### config.mk
export PLATFORM = sky130hd
export DESIGN_NAME = ctrl
export DESIGN_NICKNAME = d
export VERILOG_FILES = /design/src/rtl/ctrl_pkg.sv /design/src/rtl/ctrl_tuse.sv /design/src/rtl/ctrl.sv
export SDC_FILE = /design/constraint.sdc
export NUM_CORES = 1
export LEC_CHECK = 0
export ABC_AREA = 1
export CAP_MARGIN = 20
export CELL_PAD_IN_SITES_DETAIL_PLACEMENT = 1
export CELL_PAD_IN_SITES_GLOBAL_PLACEMENT = 1
export CORE_MARGIN = 4
export CORE_UTILIZATION = 30
export DETAILED_ROUTE_END_ITERATION = 8
export GPL_TIMING_DRIVEN = 0
export PLACE_DENSITY = 0.86
export SYNTH_ARGS = -nofsm -noshare
export SYNTH_HDL_FRONTEND = slang
export SYNTH_HIERARCHICAL = 1
export SYNTH_SLANG_ARGS = --single-unit
### constraint.sdc
create_clock -name clk -period 4.2 [get_ports clk]
set_input_delay 0.84 -clock clk [delete_from_list [all_inputs] [get_ports clk]]
set_output_delay 0.84 -clock clk [all_outputs]
set_load 0.03 [all_outputs]
### src/rtl/ctrl_pkg.sv
// rtl/ctrl_pkg.sv - opcode/funct encodings, ALU operation codes and Tuse constants for the D-stage control unit
package ctrl_pkg;

    localparam logic [5:0] OP_RTYPE = 6'h00;
    localparam logic [5:0] OP_J     = 6'h02;
    localparam logic [5:0] OP_JAL   = 6'h03;
    localparam logic [5:0] OP_BEQ   = 6'h04;
    localparam logic [5:0] OP_ORI   = 6'h0d;
    localparam logic [5:0] OP_LUI   = 6'h0f;
    localparam logic [5:0] OP_LW    = 6'h23;
    localparam logic [5:0] OP_SW    = 6'h2b;

    localparam logic [5:0] F_SLL    = 6'h00;
    localparam logic [5:0] F_JR     = 6'h08;
    localparam logic [5:0] F_JALR   = 6'h09;
    localparam logic [5:0] F_ADDU   = 6'h21;
    localparam logic [5:0] F_SUBU   = 6'h23;

    localparam logic [3:0] ALUOP_ADD = 4'd0;
    localparam logic [3:0] ALUOP_SUB = 4'd1;
    localparam logic [3:0] ALUOP_OR  = 4'd2;
    localparam logic [3:0] ALUOP_LUI = 4'd3;
    localparam logic [3:0] ALUOP_SLL = 4'd4;

    // Tuse value meaning "this register field is never read"
    localparam logic [1:0] TUSE_NONE = 2'd3;

endpackage

### src/rtl/ctrl_tuse.sv
// rtl/ctrl_tuse.sv - operand-use timing (Tuse) and needed-register report; jalr decode under JALR_EN
import ctrl_pkg::*;

module ctrl_tuse (
    input  logic [31:0] instr,
    output logic [3:0]  tuse,
    output logic [4:0]  needreg1,
    output logic [4:0]  needreg2
);

    logic [5:0] op;
    logic [5:0] funct;
    logic [1:0] tuse_rs;
    logic [1:0] tuse_rt;

    assign op    = instr[31:26];
    assign funct = instr[5:0];

    // Per-instruction cycles until rs/rt are consumed; NOP and unknown read nothing
    always_comb begin
        tuse_rs = TUSE_NONE;
        tuse_rt = TUSE_NONE;
        if (instr != 32'h0) begin
            case (op)
                OP_RTYPE: begin
                    case (funct)
                        F_ADDU, F_SUBU: begin tuse_rs = 2'd1; tuse_rt = 2'd1; end
                        F_SLL:          begin tuse_rt = 2'd1; end
                        F_JR:           begin tuse_rs = 2'd0; end
`ifdef JALR_EN
                        F_JALR:         begin tuse_rs = 2'd0; end
`endif
                        default: ;
                    endcase
                end
                OP_ORI, OP_LW: begin tuse_rs = 2'd1; end
                OP_SW:         begin tuse_rs = 2'd1; tuse_rt = 2'd2; end
                OP_BEQ:        begin tuse_rs = 2'd0; tuse_rt = 2'd0; end
                default: ;
            endcase
        end
    end

    assign tuse = {tuse_rt, tuse_rs};

    // Unread fields report $0 so the hazard unit never stalls on them
    assign needreg1 = (tuse_rs != TUSE_NONE) ? instr[25:21] : 5'd0;
    assign needreg2 = (tuse_rt != TUSE_NONE) ? instr[20:16] : 5'd0;

endmodule

### src/rtl/ctrl.sv
// rtl/ctrl.sv - D-stage instruction register and control decode; JALR_EN enables jalr
import ctrl_pkg::*;

module ctrl (
    input  logic        clk,
    input  logic        reset,
    input  logic        stall,
    input  logic        tiao,
    input  logic [31:0] instr_in,
    output logic [31:0] instr,
    output logic        regDst,
    output logic        reg31,
    output logic        siExt,
    output logic        shift2,
    output logic        regWrite,
    output logic        ALUSrc1,
    output logic        ALUSrc2,
    output logic        regIn,
    output logic        memWrite,
    output logic        branch,
    output logic        j,
    output logic        jr,
    output logic        jl,
    output logic [3:0]  ALUOP,
    output logic [3:0]  tuse,
    output logic [4:0]  needreg1,
    output logic [4:0]  needreg2
);

    logic [5:0] op;
    logic [5:0] funct;

    assign op    = instr[31:26];
    assign funct = instr[5:0];

    // Instruction register: flush to NOP beats stall, stall holds
    always_ff @(posedge clk or negedge reset) begin
        if (!reset)
            instr <= 32'h0;
        else if (tiao)
            instr <= 32'h0;
        else if (!stall)
            instr <= instr_in;
    end

    // Datapath control decode; anything not recognised leaves all flags clear
    always_comb begin
        regDst   = 1'b0;
        reg31    = 1'b0;
        siExt    = 1'b0;
        shift2   = 1'b0;
        regWrite = 1'b0;
        ALUSrc1  = 1'b0;
        ALUSrc2  = 1'b0;
        regIn    = 1'b0;
        memWrite = 1'b0;
        branch   = 1'b0;
        j        = 1'b0;
        jr       = 1'b0;
        jl       = 1'b0;
        ALUOP    = ALUOP_ADD;
        case (op)
            OP_RTYPE: begin
                case (funct)
                    F_ADDU: begin regDst = 1'b1; regWrite = 1'b1; end
                    F_SUBU: begin regDst = 1'b1; regWrite = 1'b1; ALUOP = ALUOP_SUB; end
                    F_SLL: begin
                        // The all-zero word is sll $0,$0,0 but is treated as a pure bubble
                        if (instr != 32'h0) begin
                            regDst   = 1'b1;
                            regWrite = 1'b1;
                            ALUSrc1  = 1'b1;
                            ALUOP    = ALUOP_SLL;
                        end
                    end
                    F_JR: jr = 1'b1;
`ifdef JALR_EN
                    F_JALR: begin
                        jr       = 1'b1;
                        jl       = 1'b1;
                        regDst   = 1'b1;
                        regWrite = 1'b1;
                    end
`endif
                    default: ;
                endcase
            end
            OP_ORI: begin regWrite = 1'b1; ALUSrc2 = 1'b1; ALUOP = ALUOP_OR; end
            OP_LUI: begin regWrite = 1'b1; ALUSrc2 = 1'b1; ALUOP = ALUOP_LUI; end
            OP_LW: begin
                regWrite = 1'b1;
                ALUSrc2  = 1'b1;
                siExt    = 1'b1;
                regIn    = 1'b1;
            end
            OP_SW: begin
                ALUSrc2  = 1'b1;
                siExt    = 1'b1;
                memWrite = 1'b1;
            end
            OP_BEQ: begin
                branch = 1'b1;
                siExt  = 1'b1;
                shift2 = 1'b1;
                ALUOP  = ALUOP_SUB;
            end
            OP_J: j = 1'b1;
            OP_JAL: begin
                j        = 1'b1;
                jl       = 1'b1;
                reg31    = 1'b1;
                regWrite = 1'b1;
            end
            default: ;
        endcase
    end

    ctrl_tuse u_tuse (
        .instr    (instr),
        .tuse     (tuse),
        .needreg1 (needreg1),
        .needreg2 (needreg2)
    );

endmodule

==> summary by stage <==
Cells and area
The antenna cell count is 0. The post-route netlist has between 10% and 20% of its cells at a drive strength greater than 1. The net count of the finished layout is about 430. The area added between synthesis and finish is 56.2%. The largest registers in the layout are instr: 32 flops. The library cells used most frequently in the layout, excluding fill and tap cells, are sky130_fd_sc_hd__clkdlybuf4s50_1 (96), sky130_fd_sc_hd__nand2_1 (49), sky130_fd_sc_hd__nand3_1 (45).

The most common cell after layout, fill and taps aside is sky130_fd_sc_hd__clkdlybuf4s50_1. The number of flip-flops in the largest register is 32. The register name with the most flops is instr.

Critical path
Counting cells, the worst reg-to-reg path comes to 2. The reg-to-reg startpoint is instr[29]. The element type at the critical path end is a primary output.

The critical-path maximum fanout is 8. Walking the worst path, the cells encountered are inv_2 > nand2_4 > nor3_4 > nand2_1 > nand2_1 > inv_2 > a21oi_2 > clkdlybuf4s50_1. The delay of the slowest critical-path stage is 0.68 ns. The worst setup path is of the flop to primary output kind.

The slowest stage cell on the critical path is sky130_fd_sc_hd__clkdlybuf4s50_1. For flop-to-flop paths, the worst setup slack is between 3 and 4 ns. The critical path data arrival time is approximately 2.3 ns. In this run the critical register-to-register path is captured at instr[29]. The worst setup path is launched from a flop. The required time at the endpoint of the critical path is 3.36 ns.

Floorplanning
Measured along the y axis, the die boundary spans just over 90 µm. During I/O placement, the number of pins put on the boundary was 99. From left edge to right edge, the die measures approximately 91 µm. The die covers slightly above 8000 µm². Once the floorplan was initialized, standard cells occupied a little under a third of the core. The number of cell rows is 29. The core area is around 6500 µm².

STA
The maximum clock frequency is between 300 and 400 MHz. The share of the clock period used by the worst path is 73.9%. Setup repair after global routing left no endpoint under its margin. Summed over all failing endpoints, the final setup total negative slack is 0 ns. The clock period could shrink to roughly 3.1 ns. The final number of max-transition violations was 0. The clock tree skew after final layout is 0 ns. The measured slew at the worst slew-check pin is roughly 0.74 ns. The final count of negative-setup-slack endpoints is 0. The number of failing hold endpoints at the final stage is 0. Headroom to the max-slew limit came out at roughly half.

Pwr
In this run the power density over the cells is 292 nW/µm². Summing internal, switching and leakage power gives approximately 0.94 mW. The proportion of power drawn by combinational gates is between 30% and 40%. In this run the power spent charging and discharging nets is between 0.3 and 0.4 mW. The static leakage power is 1.47 nW. The sequential power share is a little under two fifths.

Net switching is a little over a third of the power. The share of power burned in the clock network is 26.0%. Cell internal power was estimated by the tool at about 0.6 mW. IR analysis of the VDD net gives a maximum drop of approximately 140 µV.

Clocking
The total of hold buffers inserted after clock tree synthesis is 0. The number of gates resized after CTS was 0. The maximum root-to-sink buffer count is 2. The CTS root buffer is sky130_fd_sc_hd__clkbuf_8. The clock net in this run drives a total of 32 sinks.

The CTS tree is yes. The clock reaches the later pin of the worst-skew pair after ~0.29 ns. The clock-pin slew reported for the worst setup and hold paths after clock tree synthesis is about 0.06 ns. The number of clock buffers added by TritonCTS is 5. The post-CTS setup buffer count is 0.

CTS built an H-tree with a depth of 2.

Worst hold path
For hold timing, the worst endpoint is instr[19]. The cell depth of the worst hold path is 2. The tightest min-delay check is of the flop to flop type.

In this run the most critical hold path is launched from instr[19].

Synthesis
The share of the Yosys chip area taken by registers is approximately two fifths. For this run, the leading register cell type out of synthesis is sky130_fd_sc_hd__dfrtp_1. Sorting the synthesized cells by area gives the leading types as sky130_fd_sc_hd__dfrtp_1 (39%), sky130_fd_sc_hd__nand3_1 (11%), sky130_fd_sc_hd__nand2_1 (9.0%), sky130_fd_sc_hd__nor2_1 (6.6%), sky130_fd_sc_hd__o21ai_1 (6.3%). The post-synthesis register bit count is 32. In the synthesized netlist the async set-or-reset flop fraction comes to 100%. The total of warnings raised by yosys is 6. Averaged over all synthesized cells, the footprint is ~7 µm². The area fraction of the dominant cell type after synthesis is 39.1%. The unique cell type count in the Yosys netlist is 28. In this run the cell area of the synthesized design comes to 2050 µm². Of all cell types, the one taking the most synthesized area is sky130_fd_sc_hd__dfrtp_1. The net count of the mapped netlist is 324. The number of enable-type register cells in the synthesized netlist is 0. After technology mapping, the gate count stands at 288.

GRT
The initial antenna violation count came to 0. Global routing used 18.2% of the available tracks. The wire length of the first global-routing pass is 12200 µm.

The global route total overflow is 0. The via count of the first global-routing pass is between 2000 and 2500. Entering global routing, the biggest net connects 33 pins.

Placement
The placer's final routability congestion estimate is about 0.85. The count of buffers added on input and output ports is between 90 and 100. Once detailed placement completed, the half-perimeter wirelength came to approximately 5800 µm.

Route
The routed design has between 7000 and 8000 µm of wire. The total vias in the final route is 2304. In this run the remaining antenna-violating nets after routing total 0. For this run, design rule violations remaining after detail routing come to 0.

The pre-antenna-repair detailed-routing pass consisted of 4 iterations. Dividing the detail-routed wire length by the instance count gives 15.3 µm. The count of routing violations after the opening detailed-route iteration is 54.

Using the TritonRoute via totals, the vias-per-cell ratio works out to approximately 4.9.

Run status
The flow ran to the end, and the final reports show no timing, DRC or antenna violations.

Flow run
The total of max-cap violations is 0.
[synthesized netlist by cell type (all sizes together) (2+ instances only)]
master  number
nand2       55
nand3       46
nand4        9
a21oi        5
nor2        45
buf         13
dfrtp       32
nand3b       2
o21ai       29
inv         43
nor3         2
[cell type report]
type | count | area (µm²)
fillers | 837 | 3290
flip-flops and latches | 32 | 801
well taps | 77 | 96.3
multi-input cells | 198 | 1010
plain buffers | 14 | 76.3
repair buffers | 97 | 966
clock buffers | 8 | 90.1
inverters | 44 | 165
[routing by layer]
layer  GRT usage [%]  up-vias  wire (µm)
li1                -     1130          -
met1            22.7     1109       3130
met2            32.3       57       3700
met3            4.08        8        315
met4            3.32        0         67
met5               0        -          0
[cells by family (layout without fill, tap and decap cells)]
family,count (synthesis),after routing,synth area share (%)
compound gates,36,36,10.4
buf+inv,58,163,11.8
flops,32,32,39.1
other cells,1,1,0.183
simple gates,161,161,38.6
[critical path: cells and delay by family, from the launching register on]
family	cells	cell delay, ns
AOI/OAI and AO/OA	1	0.14
buffers and inverters	3	0.90
DFF	1	0.50
and+or+nand+nor	4	0.45
[power groups by stage]
stage / clock network (mW) / registers (mW) / logic (mW)
global placement: 0 / 0.365 / 0.328
CTS: 0.252 / 0.360 / 0.336
detailed placement: 0 / 0.366 / 0.335
global route: 0.268 / 0.364 / 0.360
floorplan: 0 / 0.400 / 0.150
finish: 0.244 / 0.360 / 0.333
[through the flow]
step                setup slack, ns  utilization, %  instance area [µm²]  hold WS, ns  instances
global placement               1.42            48.0                 3120        0.546        462
floorplan                      1.54               -                 2050        0.544        288
finish                         1.10            49.3                 3200        0.576        470
detailed placement             1.38            47.9                 3110        0.567        462
CTS                            1.06            49.3                 3200        0.581        470
global route                  0.953            49.3                 3200        0.604        470
[worst max-delay path by stage]
stage | startpoint | end | slack (ns) | cells past startpoint
finish | instr[26] | needreg2[2] | 1.10 | 8
global route | instr[29] | tuse[3] | 0.95 | 8
CTS | instr[26] | needreg2[2] | 1.06 | 8
detailed placement | instr[26] | needreg2[2] | 1.38 | 8
global placement | instr[26] | needreg2[0] | 1.42 | 8
floorplan | instr[29] | jr | 1.54 | 3
Note: power is estimated with default switching activity, not from simulation.
